<file path="src/rtl/fs_accel_pkg.sv">
// Shared constants for the PU sequencer: FSM state encoding, shift directions
// and the weight-register one-hot helper.
package fs_accel_pkg;

   localparam logic [2:0] IDLE    = 3'd0;
   localparam logic [2:0] WLOAD   = 3'd1;
   localparam logic [2:0] FILL    = 3'd2;
   localparam logic [2:0] COMPUTE = 3'd3;
   localparam logic [2:0] CAPTURE = 3'd4;
   localparam logic [2:0] SHIFT   = 3'd5;
   localparam logic [2:0] DONE    = 3'd6;

   localparam logic [1:0] NON   = 2'b00;
   localparam logic [1:0] LEFT  = 2'b01;
   localparam logic [1:0] RIGHT = 2'b10;
   localparam logic [1:0] DOWN  = 2'b11;

   localparam int          OUT_W      = 96;
   localparam logic [3:0]  LAST_WBEAT = 4'd8;

   function automatic logic [8:0] wreg_onehot(input logic [3:0] k);
      return 9'(1) << k;
   endfunction

endpackage

</file>
<file path="src/rtl/fs_accel_out_buf.sv">
// Single-entry valid/ready result holding register; data only changes on load,
// so it stays stable while the consumer stalls.
module fs_accel_out_buf
   import fs_accel_pkg::*;
(
   input  logic             clk,
   input  logic             reset,
   input  logic             load,
   input  logic [OUT_W-1:0] din,
   input  logic             rdy,
   output logic             vld,
   output logic [OUT_W-1:0] dout,
   output logic             can_load
);

   logic             vld_q, vld_d;
   logic [OUT_W-1:0] data_q, data_d;

   always_comb begin
      vld_d  = vld_q;
      data_d = data_q;
      if (load) begin
         vld_d  = 1'b1;
         data_d = din;
      end else if (vld_q && rdy) begin
         vld_d = 1'b0;
      end
   end

   always_ff @(posedge clk) begin
      if (reset) begin
         vld_q  <= 1'b0;
         data_q <= '0;
      end else begin
         vld_q  <= vld_d;
         data_q <= data_d;
      end
   end

   assign vld      = vld_q;
   assign dout     = data_q;
   assign can_load = !vld_q || rdy;

endmodule

</file>
<file path="src/rtl/fs_accel_pu_seq.sv">
// Sequencer for the 3-PU accelerator: weight load, window fill/shift, compute,
// result capture. FS_ACCEL_SEQ_PERF_EN adds the seq_stall_cnt stall counter.
module fs_accel_pu_seq
   import fs_accel_pkg::*;
#(
   parameter int CNT_W = 8
) (
   input  logic             clk,
   input  logic             reset,
   input  logic             seq_start,
   input  logic             seq_is_conv_layer,
   input  logic             seq_keep_weights,
   input  logic [CNT_W-1:0] seq_out_w,
   input  logic [CNT_W-1:0] seq_out_h,
   input  logic             seq_wdi_vld,
   output logic             seq_wdi_rdy,
   input  logic             seq_idi_vld,
   output logic             seq_idi_rdy,
   output logic [8:0]       wreg_enb,
   output logic [2:0]       ireg_enb,
   output logic [2:0]       pu_enb,
   output logic [1:0]       conv_dir,
   output logic             is_conv_layer,
   input  logic             pu_rdy,
   input  logic [31:0]      pu_odo_0,
   input  logic [31:0]      pu_odo_1,
   input  logic [31:0]      pu_odo_2,
   output logic [95:0]      out_data,
   output logic             out_vld,
   input  logic             out_rdy,
   output logic             busy,
   output logic             done
`ifdef FS_ACCEL_SEQ_PERF_EN
   ,output logic [31:0]     seq_stall_cnt
`endif
);

   logic [2:0]       state_q, state_d;
   logic [3:0]       beat_q, beat_d;
   logic [CNT_W-1:0] w_q, w_d, h_q, h_d, r_q, r_d, c_q, c_d;
   logic             conv_q, conv_d, done_q, done_d;

   logic [8:0]       wreg_c;
   logic [2:0]       ireg_c, pu_c;
   logic [1:0]       dir_c;
   logic             wrdy_c, irdy_c, capture, last_col, last_win;
   logic             buf_vld, can_load;
   logic [OUT_W-1:0] buf_data;

   assign last_col = (c_q == w_q - CNT_W'(1));
   assign last_win = last_col && (r_q == h_q - CNT_W'(1));

   always_comb begin
      state_d = state_q;
      beat_d  = beat_q;
      w_d     = w_q;
      h_d     = h_q;
      r_d     = r_q;
      c_d     = c_q;
      conv_d  = conv_q;
      done_d  = 1'b0;
      wreg_c  = '0;
      ireg_c  = '0;
      pu_c    = '0;
      dir_c   = NON;
      wrdy_c  = 1'b0;
      irdy_c  = 1'b0;
      capture = 1'b0;
      case (state_q)
         IDLE: if (seq_start) begin
            conv_d = seq_is_conv_layer;
            w_d    = seq_out_w;
            h_d    = seq_out_h;
            r_d    = '0;
            c_d    = '0;
            beat_d = '0;
            if (seq_out_w == '0 || seq_out_h == '0) state_d = DONE;
            else if (seq_keep_weights)              state_d = FILL;
            else                                    state_d = WLOAD;
         end
         WLOAD: begin
            wrdy_c = 1'b1;
            if (seq_wdi_vld) begin
               wreg_c = wreg_onehot(beat_q);
               beat_d = beat_q + 4'd1;
               if (beat_q == LAST_WBEAT) state_d = FILL;
            end
         end
         FILL: begin
            irdy_c = 1'b1;
            if (seq_idi_vld) begin
               ireg_c  = 3'b111;
               state_d = COMPUTE;
            end
         end
         COMPUTE: begin
            pu_c = 3'b111;
            if (pu_rdy) state_d = CAPTURE;
         end
         CAPTURE: if (can_load) begin
            capture = 1'b1;
            if (last_win)    state_d = DONE;
            else if (conv_q) state_d = SHIFT;
            else begin
               // Non-conv windows advance here; conv windows advance on the shift.
               state_d = FILL;
               if (last_col) begin
                  c_d = '0;
                  r_d = r_q + CNT_W'(1);
               end else begin
                  c_d = c_q + CNT_W'(1);
               end
            end
         end
         SHIFT: begin
            irdy_c = 1'b1;
            if (seq_idi_vld) begin
               ireg_c  = 3'b111;
               state_d = COMPUTE;
               if (last_col) begin
                  dir_c = DOWN;
                  c_d   = '0;
                  r_d   = r_q + CNT_W'(1);
               end else begin
                  dir_c = r_q[0] ? LEFT : RIGHT;
                  c_d   = c_q + CNT_W'(1);
               end
            end
         end
         DONE: if (!buf_vld) begin
            done_d  = 1'b1;
            state_d = IDLE;
         end
         default: state_d = IDLE;
      endcase
   end

   always_ff @(posedge clk) begin
      if (reset) begin
         state_q <= IDLE;
         beat_q  <= '0;
         w_q     <= '0;
         h_q     <= '0;
         r_q     <= '0;
         c_q     <= '0;
         conv_q  <= 1'b0;
         done_q  <= 1'b0;
      end else begin
         state_q <= state_d;
         beat_q  <= beat_d;
         w_q     <= w_d;
         h_q     <= h_d;
         r_q     <= r_d;
         c_q     <= c_d;
         conv_q  <= conv_d;
         done_q  <= done_d;
      end
   end

   fs_accel_out_buf u_out_buf (
      .clk      (clk),
      .reset    (reset),
      .load     (capture),
      .din      ({pu_odo_2, pu_odo_1, pu_odo_0}),
      .rdy      (out_rdy),
      .vld      (buf_vld),
      .dout     (buf_data),
      .can_load (can_load)
   );

   // Reset masks every output combinationally so nothing leaks during the reset cycle.
   assign seq_wdi_rdy   = wrdy_c & ~reset;
   assign seq_idi_rdy   = irdy_c & ~reset;
   assign wreg_enb      = reset ? '0 : wreg_c;
   assign ireg_enb      = reset ? '0 : ireg_c;
   assign pu_enb        = reset ? '0 : pu_c;
   assign conv_dir      = reset ? NON : dir_c;
   assign is_conv_layer = conv_q & ~reset;
   assign out_data      = reset ? '0 : buf_data;
   assign out_vld       = buf_vld & ~reset;
   assign busy          = (state_q != IDLE) & ~reset;
   assign done          = done_q & ~reset;

`ifdef FS_ACCEL_SEQ_PERF_EN
   logic [31:0] stall_q, stall_d;
   logic        stall_ev;

   always_comb begin
      stall_ev = ((state_q == CAPTURE) && !can_load) ||
                 (((state_q == FILL) || (state_q == SHIFT)) && !seq_idi_vld);
      stall_d  = stall_q;
      if ((state_q == IDLE) && seq_start)       stall_d = '0;
      else if (stall_ev && (stall_q != '1))     stall_d = stall_q + 32'd1;
   end

   always_ff @(posedge clk) begin
      if (reset) stall_q <= '0;
      else       stall_q <= stall_d;
   end

   assign seq_stall_cnt = stall_q;
`endif

endmodule

</file>
<file path="config.mk">
export PLATFORM = sky130hd
export DESIGN_NAME = fs_accel_pu_seq
export DESIGN_NICKNAME = d
export VERILOG_FILES = /design/src/rtl/fs_accel_pkg.sv /design/src/rtl/fs_accel_out_buf.sv /design/src/rtl/fs_accel_pu_seq.sv
export SDC_FILE = /design/constraint.sdc
export NUM_CORES = 1
export LEC_CHECK = 0
export ABC_AREA = 1
export BUFFER_PORTS_ARGS = -buffer_cell sky130_fd_sc_hd__buf_2
export CORE_AREA = 5 5 157 159
export DETAILED_ROUTE_END_ITERATION = 7
export DIE_AREA = 0 0 162 164
export GPL_TIMING_DRIVEN = 0
export HOLD_SLACK_MARGIN = 0.06
export SLEW_MARGIN = 20
export SYNTH_ARGS = -nofsm -noshare
export SYNTH_HDL_FRONTEND = slang
export SYNTH_SLANG_ARGS = --single-unit
</file>
<file path="constraint.sdc">
create_clock -name clk -period 1.94 [get_ports clk]
set_clock_uncertainty 0.15 [all_clocks]
set_input_delay 0.291 -clock clk [delete_from_list [all_inputs] [get_ports clk]]
set_output_delay 0.291 -clock clk [all_outputs]
set_load 0.02 [all_outputs]
</file>
==> flow_summary.json, run 1 <==
{
  "tightest_slew_ps": 574,
  "worst_slack_ps": -637,
  "hold_viol": 0,
  "rows": 56,
  "fin_crit_sh_pct": 133,
  "violations": "setup timing",
  "clkPwrFrac_pct": 29.6,
  "path_delay_family": "simple AND/OR/NAND/NOR gates",
  "ant_nets": 0,
  "pwr_density_cell_mw_per_mm2": 1020,
  "synth_area_leaders": "dfxtp_1 41%, a21oi_1 9.8%, nor2_1 8.9%",
  "layout-drive-gt1-share_pct": 33.2,
  "async_flop_share_pct": 0,
  "end_kind": "output port",
  "globalRouteOverflowTotal": 0,
  "grt_pass1_wl_mm": 39.6,
  "synth_edf_count": 0,
  "slowest_delay_ps": 360,
  "ir_drop_v": 0.000572,
  "syn_nets": 1128,
  "relSlewSlack_pct": 61.7,
  "postSynthAreaPerCell_um2": 6.79,
  "cts-root-buf": "clkbuf_16",
  "maxCapViolCount": 0,
  "swShare_pct": 39.1,
  "ys_seq_area_share_pct": 40.8,
  "cp.arrival_ps": 2140,
  "worstPathRequired_ps": 1500,
  "clkLatencyLatePin_ps": 420,
  "die_x_um": 162,
  "p_leak_nw": 4.96,
  "crit_fanout": 2,
  "syn_area_mm2": 0.00677,
  "gp_routability_congestion": 0.857,
  "clockBufferDepth": 2,
  "holdCritPathClass": "in -> reg",
  "slew_viol_final": 0,
  "ios": 240,
  "grt_start_max_net_pins": 17,
  "num_antenna_cells": 0,
  "drc": 0,
  "dieArea_mm2": 0.0266,
  "vias_per_cell": 4.71,
  "cts_inserted_buffers": 17,
  "postSynthCellCount": 997,
  "grtUsageTotal_pct": 18.7,
  "wl_per_cell_um": 15.3,
  "drtIter0Drc": 472,
  "grt_setup_unrepaired": "true",
  "timing.critical_path.buf_inv": 4,
  "finalSetupViolCount": 35,
  "drt-pass1-iter-count": 5,
  "internal_power_w": 0.00687,
  "synth_top_area_cell": "dfxtp_1",
  "min_period_ps": 2580,
  "cp_cell_sequence": "inv_2, ha_4, nand2_2, inv_2, nor2_4, nand2_2, buf_4, nor2_4, nand3_2, nor2_4, nand2_4, a21oi_4, buf_6",
  "cp-start-kind": "register",
  "core_area_mm2": 0.0231,
  "drt_wl_total_mm": 26.1,
  "path_class": "reg -> out",
  "cts_tree": "built",
  "ys_ff_latch": 138,
  "grt_pass1_vias": 7858,
  "crit_path_top_delay_cell": "dfxtp_2",
  "clock_sinks": 138,
  "post-place-ws_ps": -593,
  "yosysWarningCount": 0,
  "initial_core_util_pct": 29.3,
  "dp_hpwl_mm": 17.9,
  "fmax_mhz": 388,
  "dr_total_vias": 8031,
  "switchingPower_w": 0.00440,
  "synth_ff_type": "dfxtp_1",
  "final_nets": 1532,
  "die_h_um": 164,
  "outcome": "finished, violations left",
  "io_buffers": 238,
  "areaGrowthSynthToFinish_pct": 63.9,
  "utilization_pct": 47.9,
  "comb_power_share_pct": 40.0,
  "crit_top_cell": "nor2_4",
  "synth_cell_type_count": 38,
  "path_clk_slew_ps": 70,
  "ctsHtreeMaxLevel": 4,
  "synth_top_cell_area_share_pct": 40.8,
  "seq_power_share_pct": 30.4,
  "antenna_found_initial": 0
}
[placed cells by master, fill, tap and decap left out, drive strengths merged, types with 3 or more instances in the layout]
master,instances
nor3b,4
nand3,42
buf,288
nor2,167
ha,10
nand4,4
nand3b,4
o21ai,119
clkbuf,60
dlygate4sd3,112
clkinv,3
xnor2,4
a21oi,134
nor3,11
inv,156
or2,5
nor4,8
nand2,125
dfxtp,138
xor2,11
[kinds of logic (layout without fill, tap and decap cells)]
group                    count (synthesis)  in the layout  synth area share [%]
flip-flops                             138            138                  40.8
buffers and inverters                  205            621                  11.9
adder cells (fa/ha/maj)                 10             10                  1.85
AND/OR/NAND/NOR                        371            372                  23.6
AO/OA/AOI/OAI                          258            258                  19.7
XOR/XNOR                                15             15                  2.05
[what timing repair did]
| item | 4_1_cts | 5_1_grt |
|---|---|---|
| setup buffers | 21 | 13 |
| gates cloned | 2 | 1 |
| hold buffers | 112 | 0 |
| pin swaps | 20 | 20 |
| gates resized for setup | 146 | 89 |
| endpoints found under the hold margin | 111 | 0 |
| endpoints found under the setup margin | 231 | 123 |
[synth_stat cells, types with 2 or more instances]
library cell and n:
nor2_2 5, xor2_1 10, nor2_4 2, a21oi_1 133, inv_2 7, nand2_2 5, o21ai_0 115, nor2_1 160
ha_1 10, nand3_1 42, clkbuf_1 49, o21ai_2 3, buf_6 3, buf_4 4, xnor2_1 4, nor4_1 8
nor3b_1 4, or2_2 4, nand3b_1 4, nand4_1 4, inv_1 140, nand2_4 3, nor3_1 11, nand2_1 116
dfxtp_1 138
[through the flow]
step / std cells / total power, W / hold WS, ps / area (um2) / TNS, ps
2_1_floorplan: 997 / 0.00570 / 261 / 6840 / -1530
3_3_place_gp: 1525 / 0.00650 / 291 / 8390 / -80360
3_5_place_dp: 1525 / 0.00653 / 294 / 8390 / -82230
4_1_cts: 1692 / 0.0107 / 63.7 / 10700 / -9330
5_1_grt: 1704 / 0.0119 / 66.8 / 11100 / -14510
6_report: 1704 / 0.0113 / 53.0 / 11100 / -10390
[worst paths after layout]
path	startpoint	endpoint	slack [ps]	depth (start not counted)
max	w_q[1]	conv_dir[1]	-640	13
min	pu_odo_1[13]	u_out_buf.dout[45]	50	3
max reg2reg	w_q[1]	state_q[2]	-490	19
min reg2reg	u_out_buf.dout[73]	u_out_buf.dout[73]	300	2
[final cells by class]
class | instances | area (um2)
Buffer | 58 | 343
Clock buffer | 18 | 439
Clock inverter | 14 | 150
Fill cell | 2222 | 12000
Inverter | 147 | 562
Multi-Input combinational cell | 655 | 3710
Sequential cell | 138 | 2780
Tap cell | 290 | 363
Timing Repair Buffer | 384 | 2750
[power by group through the flow]
stage / clock (W) / sequential [W] / combinational [W]
2_1_floorplan: 0 / 0.00338 / 0.00232
3_3_place_gp: 0 / 0.00343 / 0.00306
3_5_place_dp: 0 / 0.00344 / 0.00309
4_1_cts: 0.00341 / 0.00340 / 0.00392
5_1_grt: 0.00352 / 0.00347 / 0.00493
6_report: 0.00333 / 0.00343 / 0.00450
[per-layer routing]
layer / GRT usage (%) / wire length, um / up-vias
met5: 0 / 0 / -
met4: 5.42 / 479 / 0
met3: 6.22 / 2120 / 35
met2: 33.0 / 12900 / 285
met1: 21.7 / 10600 / 3712
li1: - / - / 3999
[flip-flops by register name, indices dropped and copies added, names as in the netlist]
register,flops
done_q,1
h_q,8
state_q,3
conv_q,1
r_q,8
u_out_buf.dout,96
c_q,8
beat_q,4
w_q,8
u_out_buf.vld,1
[worst reg2reg max path, cell delays in order (launching register included)]
cell and delay, ps:
dfxtp_2 360, inv_2 60, ha_4 240, nand2_2 60
inv_2 40, nor2_4 90, nand2_2 70, nor2_2 80
nand3_1 70, nor2_1 90, nand2_1 60, nor2_2 140
buf_4 150, nand2_4 60, nand2_4 100, nand2_8 120
buf_6 170, nand2_4 50, nand2_2 60, a21oi_2 150
Power figures use the tool's default switching activity.
==> inputs of run 2 (changes only) <==
--- a/config.mk
+++ b/config.mk
@@ -12,6 +12,7 @@
 export DIE_AREA = 0 0 162 164
 export GPL_TIMING_DRIVEN = 0
 export HOLD_SLACK_MARGIN = 0.06
+export SKIP_CTS_REPAIR_TIMING = 1
 export SLEW_MARGIN = 20
 export SYNTH_ARGS = -nofsm -noshare
 export SYNTH_HDL_FRONTEND = slang
==> flow_summary.json, run 2 (synthesis gave the netlist of run 1 again) <==
{
  "globalRouteOverflowTotal": 0,
  "io_buffers": 238,
  "ios": 240,
  "grt_pass1_wl_mm": 35.7,
  "ir_drop_v": 0.000473,
  "ant_nets": 0,
  "fmax_mhz": 388,
  "drt_wl_total_mm": 25.3,
  "slowest_delay_ps": 360,
  "wl_per_cell_um": 15.1,
  "path_class": "reg -> out",
  "cts_inserted_buffers": 17,
  "final_nets": 1507,
  "crit_path_top_delay_cell": "dfxtp_2",
  "vias_per_cell": 4.71,
  "rows": 56,
  "post-place-ws_ps": -593,
  "register_area_mm2": 0.00278,
  "relSlewSlack_pct": 52.0,
  "dp_hpwl_mm": 17.9,
  "path_delay_family": "simple AND/OR/NAND/NOR gates",
  "ctsHtreeMaxLevel": 4,
  "drtIter0Drc": 560,
  "path_clk_slew_ps": 80,
  "crit_fanout": 3,
  "min_period_ps": 2580,
  "clkLatencyLatePin_ps": 420,
  "cp-start-kind": "register",
  "areaGrowthSynthToFinish_pct": 58.1,
  "dr_total_vias": 7915,
  "maxCapViolCount": 0,
  "violations": "hold timing, setup timing",
  "layout-drive-gt1-share_pct": 31.6,
  "end_kind": "output port",
  "worst_slack_ps": -636,
  "worstPathRequired_ps": 1500,
  "cp_cell_sequence": "inv_2, ha_4, nor2_2, nor2_4, nand2_2, nor2_2, nand3_1, nor2_1, nand2_1, nor2_2, nor2_1, nor2_2, buf_6",
  "drc": 0,
  "cts_tree": "built",
  "initial_core_util_pct": 29.3,
  "die_h_um": 164,
  "antenna_found_initial": 1,
  "r2r_setup_slack_ps": -420,
  "dieArea_mm2": 0.0266,
  "final_common_cell": "buf_2",
  "crit_top_cell": "nor2_2",
  "multi_input_area_mm2": 0.00358,
  "grtUsageTotal_pct": 17.0,
  "holdCritPathClass": "in -> reg",
  "finalSetupViolCount": 35,
  "fin_crit_sh_pct": 133,
  "r2r_start": "w_q[0]",
  "clockBufferDepth": 2,
  "pwr_density_cell_mw_per_mm2": 1020,
  "drt-pass1-iter-count": 5,
  "outcome": "finished, violations left",
  "die_x_um": 162,
  "grt_start_max_net_pins": 17,
  "largest_reg_flops": 96,
  "worstHoldStart": "pu_odo_1[30]",
  "timing.critical_path.buf_inv": 2,
  "cts-root-buf": "clkbuf_16",
  "hold_slack_ps": -1.54,
  "fillCellCount": 2278,
  "slew_viol_final": 0,
  "core_area_mm2": 0.0231,
  "cp-startpoint": "w_q[0]",
  "cp.arrival_ps": 2140,
  "p_leak_nw": 4.83,
  "final_cell_mix": "224 x buf_2, 143 x nor2_1, 132 x dfxtp_1, 131 x inv_1, 129 x a21oi_1",
  "p_total_w": 0.0109,
  "clock_sinks": 138,
  "grt_pass1_vias": 6976,
  "grt_setup_unrepaired": "true",
  "gp_routability_congestion": 0.857,
  "tightest_slew_ps": 720,
  "hold_viol": 1
}
[run 2: cell count changes in the layout (fill, tap and decap cells not counted), sizes merged]
cell         before  now
buf             288  272
dlygate4sd3     112   99
clkbuf           60   63
clkinvlp          1    2
diode             0    1
inv             156  155
nand2           125  126
[run 2: layout make-up]
class	instances	area share, %
multi-input cells	656	33.5
flip-flops and latches	138	26.0
repair buffers	358	23.3
inverters	147	5.29
clock buffers	18	4.10
well taps	290	3.39
plain buffers	58	3.05
clock inverters	14	1.40
diodes	1	0.0234
[run 2: worst paths after layout]
path                              to  depth (start not counted)
hold reg to reg   u_out_buf.dout[13]                          2
setup reg to reg              c_q[7]                         17
hold / removal    u_out_buf.dout[62]                          3
setup / recovery         conv_dir[0]                         13
[run 2: power by group]
group | internal (W) | leakage, nW | switching (W)
sequential | 0.00315 | 1.12 | 0.000280
combinational | 0.00168 | 3.42 | 0.00246
clock | 0.00186 | 0.289 | 0.00148
total | 0.00669 | 4.83 | 0.00422
[run 2: metal layers]
| metal | track usage [%] | wire length [um] | up-vias |
|---|---|---|---|
| li1 | - | - | 3950 |
| met1 | 20.3 | 10500 | 3646 |
| met2 | 28.5 | 12600 | 286 |
| met3 | 6.83 | 1910 | 33 |
| met4 | 4.69 | 381 | 0 |
| met5 | 0 | 0 | - |
[run 2: per-stage QoR]
| stage | cells | setup TNS (ps) | instance area, um2 | utilization [%] |
|---|---|---|---|---|
| 5_1_grt | 1680 | -14500 | 10700 | 46.3 |
| 3_3_place_gp | 1525 | -80360 | 8390 | 36.3 |
| 4_1_cts | 1557 | -83440 | 8980 | 38.8 |
| 6_report | 1680 | -10410 | 10700 | 46.3 |
| 2_1_floorplan | 997 | -1530 | 6840 | - |
| 3_5_place_dp | 1525 | -82230 | 8390 | 36.3 |
[run 2: tightest hold or removal path, stage by stage]
cell	delay, ps
buf_2	70
o21ai_0	70
a21oi_1	110
==> inputs of run 3 (changes only) <==
--- a/config.mk
+++ b/config.mk
@@ -6,7 +6,7 @@
 export NUM_CORES = 1
 export LEC_CHECK = 0
 export ABC_AREA = 1
-export BUFFER_PORTS_ARGS = -buffer_cell sky130_fd_sc_hd__buf_2
+export BUFFER_PORTS_ARGS = -buffer_cell sky130_fd_sc_hd__buf_4
 export CORE_AREA = 5 5 157 159
 export DETAILED_ROUTE_END_ITERATION = 7
 export DIE_AREA = 0 0 162 164
==> flow_summary.json, run 3 (synthesis gave the netlist of run 1 again) <==
{
  "outcome": "finished, violations left",
  "violations": "hold timing, setup timing",
  "grt_setup_unrepaired": "true",
  "antenna_found_initial": 0,
  "finalSetupViolCount": 35,
  "r2r_end": "r_q[7]",
  "register_area_mm2": 0.00278,
  "cp-start-kind": "register",
  "end_kind": "output port",
  "layout-drive-gt1-share_pct": 30.8,
  "cp.arrival_ps": 2230,
  "drt-pass1-iter-count": 5,
  "areaGrowthSynthToFinish_pct": 67.3,
  "die_x_um": 162,
  "worst_slack_ps": -727,
  "final_common_cell": "buf_4",
  "min_period_ps": 2670,
  "clock_sinks": 138,
  "vias_per_cell": 4.65,
  "hold_viol": 1,
  "path_clk_slew_ps": 70,
  "num_antenna_cells": 0,
  "dr_total_vias": 7842,
  "min_to": "u_out_buf.dout[50]",
  "drc": 0,
  "grt_start_max_net_pins": 17,
  "path_class": "reg -> out",
  "fmax_mhz": 375,
  "r2r_start": "w_q[0]",
  "pwr_density_cell_mw_per_mm2": 965,
  "r2r_setup_slack_ps": -480,
  "ir_drop_v": 0.000671,
  "maxCapViolCount": 0,
  "worstRegToRegCells": 17,
  "multi_input_area_mm2": 0.00356,
  "cts_inserted_buffers": 17,
  "final_cell_mix": "251 x buf_4, 144 x nor2_1, 132 x inv_1, 132 x dfxtp_1, 130 x a21oi_1",
  "holdCritPathClass": "in -> reg",
  "rows": 56,
  "worstHoldStart": "pu_odo_1[18]",
  "cts_tree": "built",
  "ctsHtreeMaxLevel": 4,
  "grt_pass1_vias": 6957,
  "grt_pass1_wl_mm": 36.7,
  "core_area_mm2": 0.0231,
  "io_buffers": 238,
  "final_cells": 1685,
  "holdPathStages": 3,
  "p_total_w": 0.0109,
  "relSlewSlack_pct": 42.7,
  "wl_per_cell_um": 15.1,
  "dieArea_mm2": 0.0266,
  "die_h_um": 164,
  "p_leak_nw": 4.92,
  "ios": 240,
  "placed_cells": 1525,
  "final_nets": 1513,
  "dp_hpwl_mm": 18.3,
  "gp_routability_congestion": 0.828,
  "ant_nets": 0,
  "hold_slack_ps": -0.572,
  "drt_wl_total_mm": 25.4,
  "drtIter0Drc": 501,
  "slew_viol_final": 0,
  "worstPathRequired_ps": 1500,
  "crit_fanout": 3,
  "grtUsageTotal_pct": 17.5,
  "fillCellCount": 2185,
  "globalRouteOverflowTotal": 0,
  "clkLatencyLatePin_ps": 420,
  "initial_core_util_pct": 29.3,
  "tightest_slew_ps": 859,
  "cts-root-buf": "clkbuf_16",
  "clockBufferDepth": 2,
  "fin_crit_sh_pct": 137,
  "largest_reg_flops": 96
}
==> run 3: changes by cell type in the layout (fill, tap and decap cells not counted), sizes merged <==
cell,change
clkinvlp,+1
diode,-1
clkbuf,+1
clkinv,-1
nand2,-2
dlygate4sd3,+4
buf,+3
==> run 3: metrics by stage <==
stage / utilization [%] / instance area, um2 / setup slack [ps] / TNS (ps) / hold WS, ps
final: 49.0 / 11300 / -727 / -11860 / -0.572
after global routing: 49.0 / 11300 / -885 / -16870 / 60.3
after CTS: 41.4 / 9580 / -796 / -76840 / -29.8
after detailed placement: 38.9 / 8990 / -554 / -78090 / 294
after global placement: 38.9 / 8990 / -569 / -76090 / 290
after floorplan: - / 6840 / -119 / -1530 / 261
==> run 3: where the power goes <==
group	switching, W	internal [W]	leakage, nW	total, W
Clock	0.00149	0.00186	0.286	0.00335
Combinational	0.00239	0.00175	3.51	0.00415
Sequential	0.000284	0.00315	1.12	0.00344
==> run 3: worst max path at each step <==
stage,from,endpoint,slack (ps),cells past startpoint
6_report,w_q[0],conv_dir[0],-730,13
5_1_grt,w_q[0],conv_dir[0],-890,14
4_1_cts,w_q[0],conv_dir[0],-800,14
3_5_place_dp,reset,out_data[89],-550,5
3_3_place_gp,reset,out_data[89],-570,5
2_1_floorplan,state_q[1],wreg_enb[0],-120,6
==> run 3: critical path, stage by stage, from the launching register on <==
cell	delay [ps]
dfxtp_2	360
inv_2	60
ha_4	270
nor2_2	30
nor2_1	100
nand2_1	100
nor2_2	120
nand3_1	80
nor2_1	120
nand2_1	90
nor2_4	120
nor2_2	60
nor2_2	160
buf_6	140
==> run 3: area by class of cell <==
| cell class | count | area share, % |
|---|---|---|
| clock inverters | 14 | 1.34 |
| inverters | 147 | 5.04 |
| well taps | 290 | 3.21 |
| flip-flops and latches | 138 | 24.6 |
| repair buffers | 366 | 27.4 |
| multi-input cells | 654 | 31.5 |
| clock buffers | 18 | 3.88 |
| plain buffers | 58 | 3.05 |
==> run 3: metal layers <==
metal / part of all wire [%] / GRT usage (%)
met1: 41 / 20.7
met2: 49 / 29.0
met3: 8.5 / 7.93
met4: 1.2 / 4.34
met5: 0 / 0
